[src/rtl/vnu_sched.sv]
// rtl/vnu_sched.sv - variable-node update sequencer with a shared vnu datapath
// Three-stage read / compute / write pipeline over N columns, tracking hard-decision flips.

module vnu #(
  parameter int data_w = 8,
  parameter int D      = 12,
  parameter int ext_w  = 3
) (
  input  logic signed [data_w-1:0]   l,
  input  logic        [data_w*D-1:0] r,
  output logic        [data_w*D-1:0] q,
  output logic                       dec
);
  localparam int sum_w  = data_w + ext_w;
  // Never narrower than D+1 full-scale terms need, so the total cannot wrap.
  localparam int need_w = data_w + $clog2(D + 1);
  localparam int acc_w  = (sum_w > need_w) ? sum_w : need_w;
  localparam logic signed [acc_w-1:0] q_max = acc_w'((2 ** (data_w - 1)) - 1);
  localparam logic signed [acc_w-1:0] q_min = -q_max;

  logic signed [acc_w-1:0]  total;
  logic signed [acc_w-1:0]  diff;
  logic signed [data_w-1:0] lane;

  always_comb begin
    total = acc_w'(l);
    diff  = '0;
    lane  = '0;
    q     = '0;
    for (int i = 0; i < D; i++) begin
      lane  = r[i*data_w +: data_w];
      total = total + acc_w'(lane);
    end
    for (int i = 0; i < D; i++) begin
      lane = r[i*data_w +: data_w];
      diff = total - acc_w'(lane);
      if (diff > q_max)      diff = q_max;
      else if (diff < q_min) diff = q_min;
      q[i*data_w +: data_w] = diff[data_w-1:0];
    end
    dec = total[acc_w-1];
  end
endmodule

module vnu_sched #(
  parameter int data_w = 8,
  parameter int D      = 12,
  parameter int ext_w  = 3,
  parameter int N      = 64,
  parameter int AW     = $clog2(N)
) (
  input  logic                clk,
  input  logic                rst,
  input  logic                start,
  input  logic                stall,
  output logic                rd_en,
  output logic [AW-1:0]       rd_addr,
  input  logic [data_w-1:0]   l_in,
  input  logic [data_w*D-1:0] r_in,
  output logic                wr_en,
  output logic [AW-1:0]       wr_addr,
  output logic [data_w*D-1:0] wr_q,
  output logic                busy,
  output logic                done,
  output logic [N-1:0]        dec_vec,
  output logic [AW:0]         flips
);
  typedef enum logic [1:0] {S_IDLE, S_RUN, S_FLUSH, S_DONE} state_t;

  state_t                state, state_nx;
  logic                  b_valid, c_valid, c_dec;
  logic [AW-1:0]         b_addr;
  logic [data_w*D-1:0]   q;
  logic                  dec;

  vnu #(.data_w(data_w), .D(D), .ext_w(ext_w)) u_vnu (
    .l   (l_in),
    .r   (r_in),
    .q   (q),
    .dec (dec)
  );

  always_ff @(posedge clk) begin
    if (rst) state <= S_IDLE;
    else     state <= state_nx;
  end

  always_comb begin
    state_nx = state;
    rd_en    = 1'b0;
    wr_en    = 1'b0;
    busy     = 1'b0;
    done     = 1'b0;
    wr_en    = c_valid && !stall;
    case (state)
      S_IDLE: if (start) state_nx = S_RUN;
      S_RUN: begin
        busy  = 1'b1;
        rd_en = !stall;
        if (!stall && rd_addr == AW'(N - 1)) state_nx = S_FLUSH;
      end
      S_FLUSH: begin
        busy = 1'b1;
        if (wr_en && wr_addr == AW'(N - 1)) state_nx = S_DONE;
      end
      S_DONE: begin
        done     = 1'b1;
        state_nx = S_IDLE;
      end
      default: state_nx = S_IDLE;
    endcase
  end

  // A stalled cycle freezes every stage; the memory holds its output meanwhile.
  always_ff @(posedge clk) begin
    if (rst) begin
      rd_addr <= '0;
      b_valid <= 1'b0;
      b_addr  <= '0;
      c_valid <= 1'b0;
      c_dec   <= 1'b0;
      wr_addr <= '0;
      wr_q    <= '0;
      dec_vec <= '0;
      flips   <= '0;
    end else begin
      if (state == S_IDLE && start) begin
        rd_addr <= '0;
        flips   <= '0;
      end else if (rd_en && rd_addr != AW'(N - 1)) begin
        rd_addr <= rd_addr + AW'(1);
      end
      if (!stall) begin
        b_valid <= rd_en;
        b_addr  <= rd_addr;
        c_valid <= b_valid;
        if (b_valid) begin
          wr_addr <= b_addr;
          wr_q    <= q;
          c_dec   <= dec;
        end
      end
      if (wr_en) begin
        dec_vec[wr_addr] <= c_dec;
        if (dec_vec[wr_addr] != c_dec) flips <= flips + (AW+1)'(1);
      end
    end
  end
endmodule

[config.mk]
export PLATFORM = sky130hd
export DESIGN_NAME = vnu_sched
export DESIGN_NICKNAME = d
export VERILOG_FILES = /design/src/rtl/vnu_sched.sv
export SDC_FILE = /design/constraint.sdc
export NUM_CORES = 1
export LEC_CHECK = 0
export CELL_PAD_IN_SITES_DETAIL_PLACEMENT = 0
export CELL_PAD_IN_SITES_GLOBAL_PLACEMENT = 2
export CORE_ASPECT_RATIO = 1.25
export CORE_UTILIZATION = 30
export CTS_BUF_LIST = sky130_fd_sc_hd__clkbuf_2 sky130_fd_sc_hd__clkbuf_4 sky130_fd_sc_hd__clkbuf_8
export DETAILED_ROUTE_END_ITERATION = 10
export GPL_TIMING_DRIVEN = 0
export PLACE_DENSITY_LB_ADDON = 0.1
export SYNTH_ARGS = -nofsm -noshare
export SYNTH_HDL_FRONTEND = slang
export SYNTH_SLANG_ARGS = --single-unit
[constraint.sdc]
create_clock -name clk -period 8.9 [get_ports clk]
set_input_delay 2.67 -clock clk [delete_from_list [all_inputs] [get_ports clk]]
set_output_delay 2.67 -clock clk [all_outputs]
set_load 0.005 [all_outputs]
; Word-level counts from Yosys, hierarchy flattened
; Cells that the tools add are included.
[classes]
addsub = 26
n_reduce_logical = 12
n_eq_ne = 10
bitwise_logic = 1
div_mod_pow = 0
multipliers = 0
n_lt_le_gt_ge = 26
muxes = 39
shift = 0
[ops]
columns = cell, count
row1 = $mux 8, 24
row2 = $gt 12x8->1 const B, 12
row3 = $lt 12x8->1 const B, 12
row4 = $sub 12x8->12, 12
row5 = $add 12x8->12, 10
row6 = $bwmux 64, 1
row7 = $mux 7, 3
row8 = $eq 6x6->1 const B, 2
row9 = $add 9x8->10, 1
row10 = $add 8x8->9, 1
row11 = $pmux 2 s4, 1
row12 = $add 7x1->7 const B, 1
row13 = $lt 6x7->1 const B, 1
row14 = $add 6x1->6 const B, 1
row15 = $bmux 1 s6, 1
row16 = $demux 1 s6, 1
row17 = $ge 6x1->1 const B, 1
row18 = $logic_and 1x1->1, 6
row19 = $mux 2, 3
row20 = $ne 2x2->1 const B, 3
row21 = $ne 6x6->1 const B, 1
row22 = $mux 1, 5
row23 = $eq 2x2->1 const B, 2
row24 = $reduce_or 2->1, 2
row25 = other kinds (7), 7
[totals]
romBits = 0
in_bits = 108
ram_bits = 0
wordCells = 124
latchBits = 0
out_inout_bits = 183
reg_bits = 190
memories = 0

; Depth between registers and ports, before layout
[depth]
ltp_word = 16
mapped_depth = 32
depth_no_buf = 32

; Modules after synthesis
; A second synthesis with hierarchy kept.
[hier_totals]
hier_cells = 2415
hier_area_um2 = 18730.5
[modules_own_cells]
columns = mod, cells_each, seq_area_each_um2, n_inst, area_per_inst_um2
row1 = vnu, 1419, 0.0, 1, 10766.6
row2 = vnu_sched, 996, 3803.6, 1, 7963.9

; Worst setup path after synthesis
; Ideal clock, no wire load.
[synth_timing]
kind = input -> register
from = input r_in[1]
to = register wr_q[33]
arrival_time_ns = 9.365
t_required_ns = 8.783
setup_ns = 0.117
stages = 30
setup_slack_ns = -0.582
n_path_buf = 1
path_cell_list = inv_1 fa_1 inv_1 ha_1 inv_1 fa_1 nor2b_1 o21ai_0 a21boi_0 o21ai_0 nand2b_1 xor2_1 fa_1 fa_1 inv_1 fa_1 inv_1 ha_1 a21oi_1 o31ai_1 xor2_1 ha_1 clkbuf_1 nor4_1 o21ai_0 mux2_2 a311oi_1 nor3_1 or2_0 a22o_1
[synth_between]
elab_chain_len = 16
elab_cells_between_ends = 17
classes_between = add/sub: 13 / order compare: 2 / mux: 2
[synth_lines]
columns = element, line
row1 = "start, declared", 59  ; input logic [data_w*D-1:0] r_in,
row2 = $add 8x8->9 *, 32  ; total = total + acc_w'(lane);
row3 = $add 9x8->10 *, 32
row4 = $add 12x8->12 * (10 in series), 32
row5 = $sub 12x8->12 *, 36  ; diff = total - acc_w'(lane);
row6 = $lt 12x8->1, 38  ; else if (diff < q_min) diff = q_min;
row7 = $mux 8, 38
row8 = $mux 8 *, 37  ; if (diff > q_max) diff = q_max;
row9 = "end signal, assigned", 139  ; wr_q <= q;
row10 = "end, declared", 62  ; output logic [data_w*D-1:0] wr_q,
; Every way passes the cells marked *; elsewhere a longest branch is shown, timed or not.
; A chain may end at the register's enable or synchronous reset.

; Final worst setup path
[layout_timing]
from = input r_in[80]
to = register wr_q[90]
[layout_between]
elab_chain_len = 6
elab_cells_between_ends = 7
classes_between = add/sub: 3 / order compare: 2 / mux: 2
[layout_lines]
columns = element, line
row1 = $add 12x8->12 * (2 in series), 32
row2 = $sub 12x8->12 *, 36
row3 = $lt 12x8->1, 38
row4 = $mux 8, 38
row5 = $mux 8 *, 37
; Marks and branches as above.

==> results.md <==
- For this block, the initial DRC count from the detailed router was ~1000.
- The initial utilization of the core area, before any placement, comes to 0.303.
- The die outline width is 221 um.
- Clock latency on the worst-skew pair, taken at its later pin, is roughly 0.58 ns.
- Setup repair after global routing could not meet its margin everywhere.
- The top cell type's share of synthesized area is 0.211.
- Data on the critical path arrives at its endpoint at 9.44 ns.
- The first-pass GRT wire length is 116 mm.
- The number of ports placed on the die boundary is roughly 290.
- After synthesis, the mean cell area works out to 8.05 sq um.
- The most used flip-flop cell after synthesis is sky130_fd_sc_hd__dfxtp_1.
- The max-capacitance violation count is 0.
- The max-slew violation total from the final report is 0.
- At the pin with the least slew margin, the transition time is around 1.4 ns.
- The count of placed standard cells including taps is around 3300.
- At the end of the flow, the number of nets in the layout was roughly 3000.
- Counting distinct cell types in the post-synthesis netlist gives 84.
- The sort of element at the start of the critical path is an input port.
- The final reports fail on negative setup slack.
- After synthesis, the cell types taking the most area are sky130_fd_sc_hd__dfxtp_1 21%, sky130_fd_sc_hd__ha_1 11%, sky130_fd_sc_hd__fa_1 11%.
- The sequential-to-total area share from yosys stat is 0.211.
- The worst flop-to-flop path startpoint is b_valid.
- Counting I/O delays and the setup requirement, the final critical path takes 8.91 ns.
- Of all cell types, the one taking the most synthesized area is sky130_fd_sc_hd__dfxtp_1.
- The clock buffer count from CTS is 17.
- The critical path endpoint category is a register.
- For this block, the routed nets add up to 80.4 mm of wire.
- The synthesized design contains 0 enable-type register cells.
- The register bit count reported by yosys is 190.
- The global placement routability congestion is 0.894.
- The worst slew margin relative to its limit is 0.0634.
- The clock tree skew after final layout is 0.0159 ns.
- The fraction of layout instances using a drive strength above 1 is 0.158.
- Adding up every negative setup slack in the final design gives -0.0159 ns.
- Summing all non-filler instances in the final layout gives an area of roughly 25000 sq um.
- The global-route usage over all layers is 0.257.
- The H-tree was split into 4 levels.
- After global routing the overflow that remains totals 0.
- After the flow finishes, the layout carries non-filler instances totaling 3434.
- The post-synthesis net count is approximately 2600.
- The required arrival time at the worst endpoint is roughly 9.4 ns.
- The mapped netlist covers 18100 sq um.
- The average wire per cell in the routed design is 23.4 um.
- The Yosys step of the flow raised 0 warnings.
- The routed via count is 18400.
- For this run, design rule violations remaining after detail routing come to 0.
- The via count of the first global-routing pass is 17900.
- The achievable clock frequency is 0.112 GHz.
- The half-perimeter wire length after placement is 62.9 mm.
- The overall die area is 61200 sq um.
- The count of TritonRoute iterations in the first routing pass is 5.
- The post-synthesis instance total is between 2000 and 2500.
- Across all setup checks in the final design, the least slack found is -0.0104 ns.
- The number of routed nets with antenna violations is 0.
- Port buffering added 290 buffers.
- The initial antenna violation count is 6.
- The portion of the clock cycle consumed by the worst path in the final layout is 1.00.
- The core area is 59600 sq um.
- The largest net degree at the start of global routing is 19.
- The cell area after placement is 22400 sq um.
- Clock-pin slew was measured on the worst setup and hold paths at 0.12 ns.
- The tightest min-delay check is of the reg2reg type.
- In this run the worst path has a maximum fanout of 4.
- The number of hold violations in the final report came to 0.
- The area growth from synthesis to layout is 38.8%.
- The number of cell rows is 100.
- The worst hold path begins at b_addr[0].
- The worst slack on hold paths is between 0.4 and 0.5 ns.
- The number of buffers added to fix hold violations after cts is 0.
- The CTS tree is yes.
- The number of clock sinks seen by CTS is 190.
- Tracing the worst setup path back leads to its startpoint at r_in[80].
- The maximum clock path buffer count is 2.
- The async set or reset register ratio after synthesis is 0.
- Setup violations remaining at the end of the flow were counted as 3.
- The flow ran to the end, but the final reports show violations.
- The type of the worst setup path is in2reg.
- The die is 276 um tall.
- The detailed-route vias per instance is 5.35.
- CTS placed an instance of sky130_fd_sc_hd__clkbuf_8 at the clock tree root.
routing by layer:
layer / GRT usage / share of wire
met2: 0.474 / 0.52
met3: 0.0416 / 0.039
met4: 0.112 / 0.044
met5: 0 / 0.00061
met1: 0.288 / 0.40
synth_stat cells (8+ instances only):
cell type and instances:
sky130_fd_sc_hd__o32ai_1 35, sky130_fd_sc_hd__nor2b_1 27, sky130_fd_sc_hd__nand2b_1 25, sky130_fd_sc_hd__xor2_1 43, sky130_fd_sc_hd__nand4_1 13, sky130_fd_sc_hd__buf_1 8
sky130_fd_sc_hd__dfxtp_1 190, sky130_fd_sc_hd__a31oi_1 15, sky130_fd_sc_hd__o21bai_1 22, sky130_fd_sc_hd__clkbuf_1 67, sky130_fd_sc_hd__o2111ai_1 19, sky130_fd_sc_hd__a21o_1 44
sky130_fd_sc_hd__a311oi_1 14, sky130_fd_sc_hd__a21oi_1 163, sky130_fd_sc_hd__o21ai_0 73, sky130_fd_sc_hd__nand3_1 73, sky130_fd_sc_hd__and3_1 22, sky130_fd_sc_hd__a221o_1 8
sky130_fd_sc_hd__ha_1 161, sky130_fd_sc_hd__mux4_2 16, sky130_fd_sc_hd__o2bb2ai_1 12, sky130_fd_sc_hd__nor3b_1 8, sky130_fd_sc_hd__or3_1 20, sky130_fd_sc_hd__nand2_1 207
sky130_fd_sc_hd__xnor2_1 77, sky130_fd_sc_hd__o22ai_1 23, sky130_fd_sc_hd__o21a_1 29, sky130_fd_sc_hd__fa_1 99, sky130_fd_sc_hd__inv_1 231, sky130_fd_sc_hd__a221oi_1 9
sky130_fd_sc_hd__nand3b_1 15, sky130_fd_sc_hd__a211oi_1 34, sky130_fd_sc_hd__nor3_1 31, sky130_fd_sc_hd__or4_1 17, sky130_fd_sc_hd__mux2i_1 15, sky130_fd_sc_hd__nor4_1 19
sky130_fd_sc_hd__nor2_1 248
flip-flops by register name (all words and copies together), names as in the netlist:
register,flops
state,2
c_valid,1
rd_addr,6
c_dec,1
b_addr,6
wr_q,96
dec_vec,64
wr_addr,6
b_valid,1
flips,7
worst max-delay path, stage by stage:
cell and delay (ns):
sky130_fd_sc_hd__clkdlybuf4s50_1 0.53, sky130_fd_sc_hd__fa_1 0.47, sky130_fd_sc_hd__fa_1 0.50, sky130_fd_sc_hd__inv_1 0.05
sky130_fd_sc_hd__fa_1 0.56, sky130_fd_sc_hd__fa_2 0.46, sky130_fd_sc_hd__fa_1 0.42, sky130_fd_sc_hd__inv_1 0.11
sky130_fd_sc_hd__ha_4 0.16, sky130_fd_sc_hd__fa_2 0.46, sky130_fd_sc_hd__buf_4 0.21, sky130_fd_sc_hd__ha_1 0.30
sky130_fd_sc_hd__inv_1 0.07, sky130_fd_sc_hd__a211oi_1 0.72, sky130_fd_sc_hd__o21ai_0 0.19, sky130_fd_sc_hd__o2bb2ai_1 0.23
sky130_fd_sc_hd__a311oi_1 0.28, sky130_fd_sc_hd__or3b_4 0.47, sky130_fd_sc_hd__a211oi_4 0.35, sky130_fd_sc_hd__a221o_1 0.21
kinds of logic (layout without fill, tap and decap cells):
logic type      after synthesis  count (layout)  share of synthesized area
fa+ha+maj                   260             260                      0.221
xor+xnor                    121             121                     0.0594
other cells                   0               2                          0
compound gates              554             554                      0.206
flops                       190             190                      0.211
mux                          34              34                     0.0301
simple gates                772             772                      0.206
buf+inv                     313             736                     0.0663
per-stage QoR:
stage | util | worst slack [ns]
final | 0.421 | -0.0104
after global placement | 0.374 | -3.08
after global routing | 0.421 | -0.157
after floorplan | - | -0.193
after CTS | 0.403 | -0.0346
after detailed placement | 0.377 | -2.08
placed cells by master, fill, tap and decap left out, types with 16 or more instances in the layout:
master and n:
sky130_fd_sc_hd__a21o_1 43, sky130_fd_sc_hd__o21ai_0 65, sky130_fd_sc_hd__xnor2_1 55, sky130_fd_sc_hd__dlygate4sd2_1 25
sky130_fd_sc_hd__o32ai_1 27, sky130_fd_sc_hd__nor2b_1 26, sky130_fd_sc_hd__fa_1 90, sky130_fd_sc_hd__nand3_1 69
sky130_fd_sc_hd__clkdlybuf4s50_1 245, sky130_fd_sc_hd__nand2_1 205, sky130_fd_sc_hd__dfxtp_1 190, sky130_fd_sc_hd__nand2b_1 25
sky130_fd_sc_hd__ha_4 28, sky130_fd_sc_hd__a21oi_2 17, sky130_fd_sc_hd__ha_1 128, sky130_fd_sc_hd__a211oi_1 23
sky130_fd_sc_hd__nor2_1 243, sky130_fd_sc_hd__o21bai_1 22, sky130_fd_sc_hd__a21oi_1 139, sky130_fd_sc_hd__nor3_1 26
sky130_fd_sc_hd__clkbuf_8 17, sky130_fd_sc_hd__inv_2 37, sky130_fd_sc_hd__o2111ai_1 18, sky130_fd_sc_hd__and3_1 20
sky130_fd_sc_hd__inv_1 192, sky130_fd_sc_hd__buf_4 77, sky130_fd_sc_hd__or3_1 18, sky130_fd_sc_hd__o21a_1 28
sky130_fd_sc_hd__mux4_2 16, sky130_fd_sc_hd__clkbuf_1 63, sky130_fd_sc_hd__xor2_1 40
worst paths after layout:
kind,cells past startpoint,endpoint,slack (ns)
worst min-delay path,2,wr_addr[0],0.45
worst max register to register,8,wr_addr[2],4.87
worst max-delay path,20,wr_q[90],-0.01
worst min register to register,2,wr_addr[0],0.45
timing repair:
item                       in CTS  in global routing
pin swaps                      93                125
gates resized for setup       174                163
setup endpoints to repair      96                 93
buffers inserted               64                 34
cell type report:
type	count	area, sq um
Antenna cell	2	5.00
Buffer	78	328
Clock buffer	17	234
Clock inverter	15	205
Fill cell	6078	34500
Inverter	232	880
Multi-Input combinational cell	1741	14700
Sequential cell	190	3800
Tap cell	765	957
Timing Repair Buffer	394	3920
Power is not shown: default switching activity piles up to over one toggle a cycle in this logic, so the estimate is an artifact.
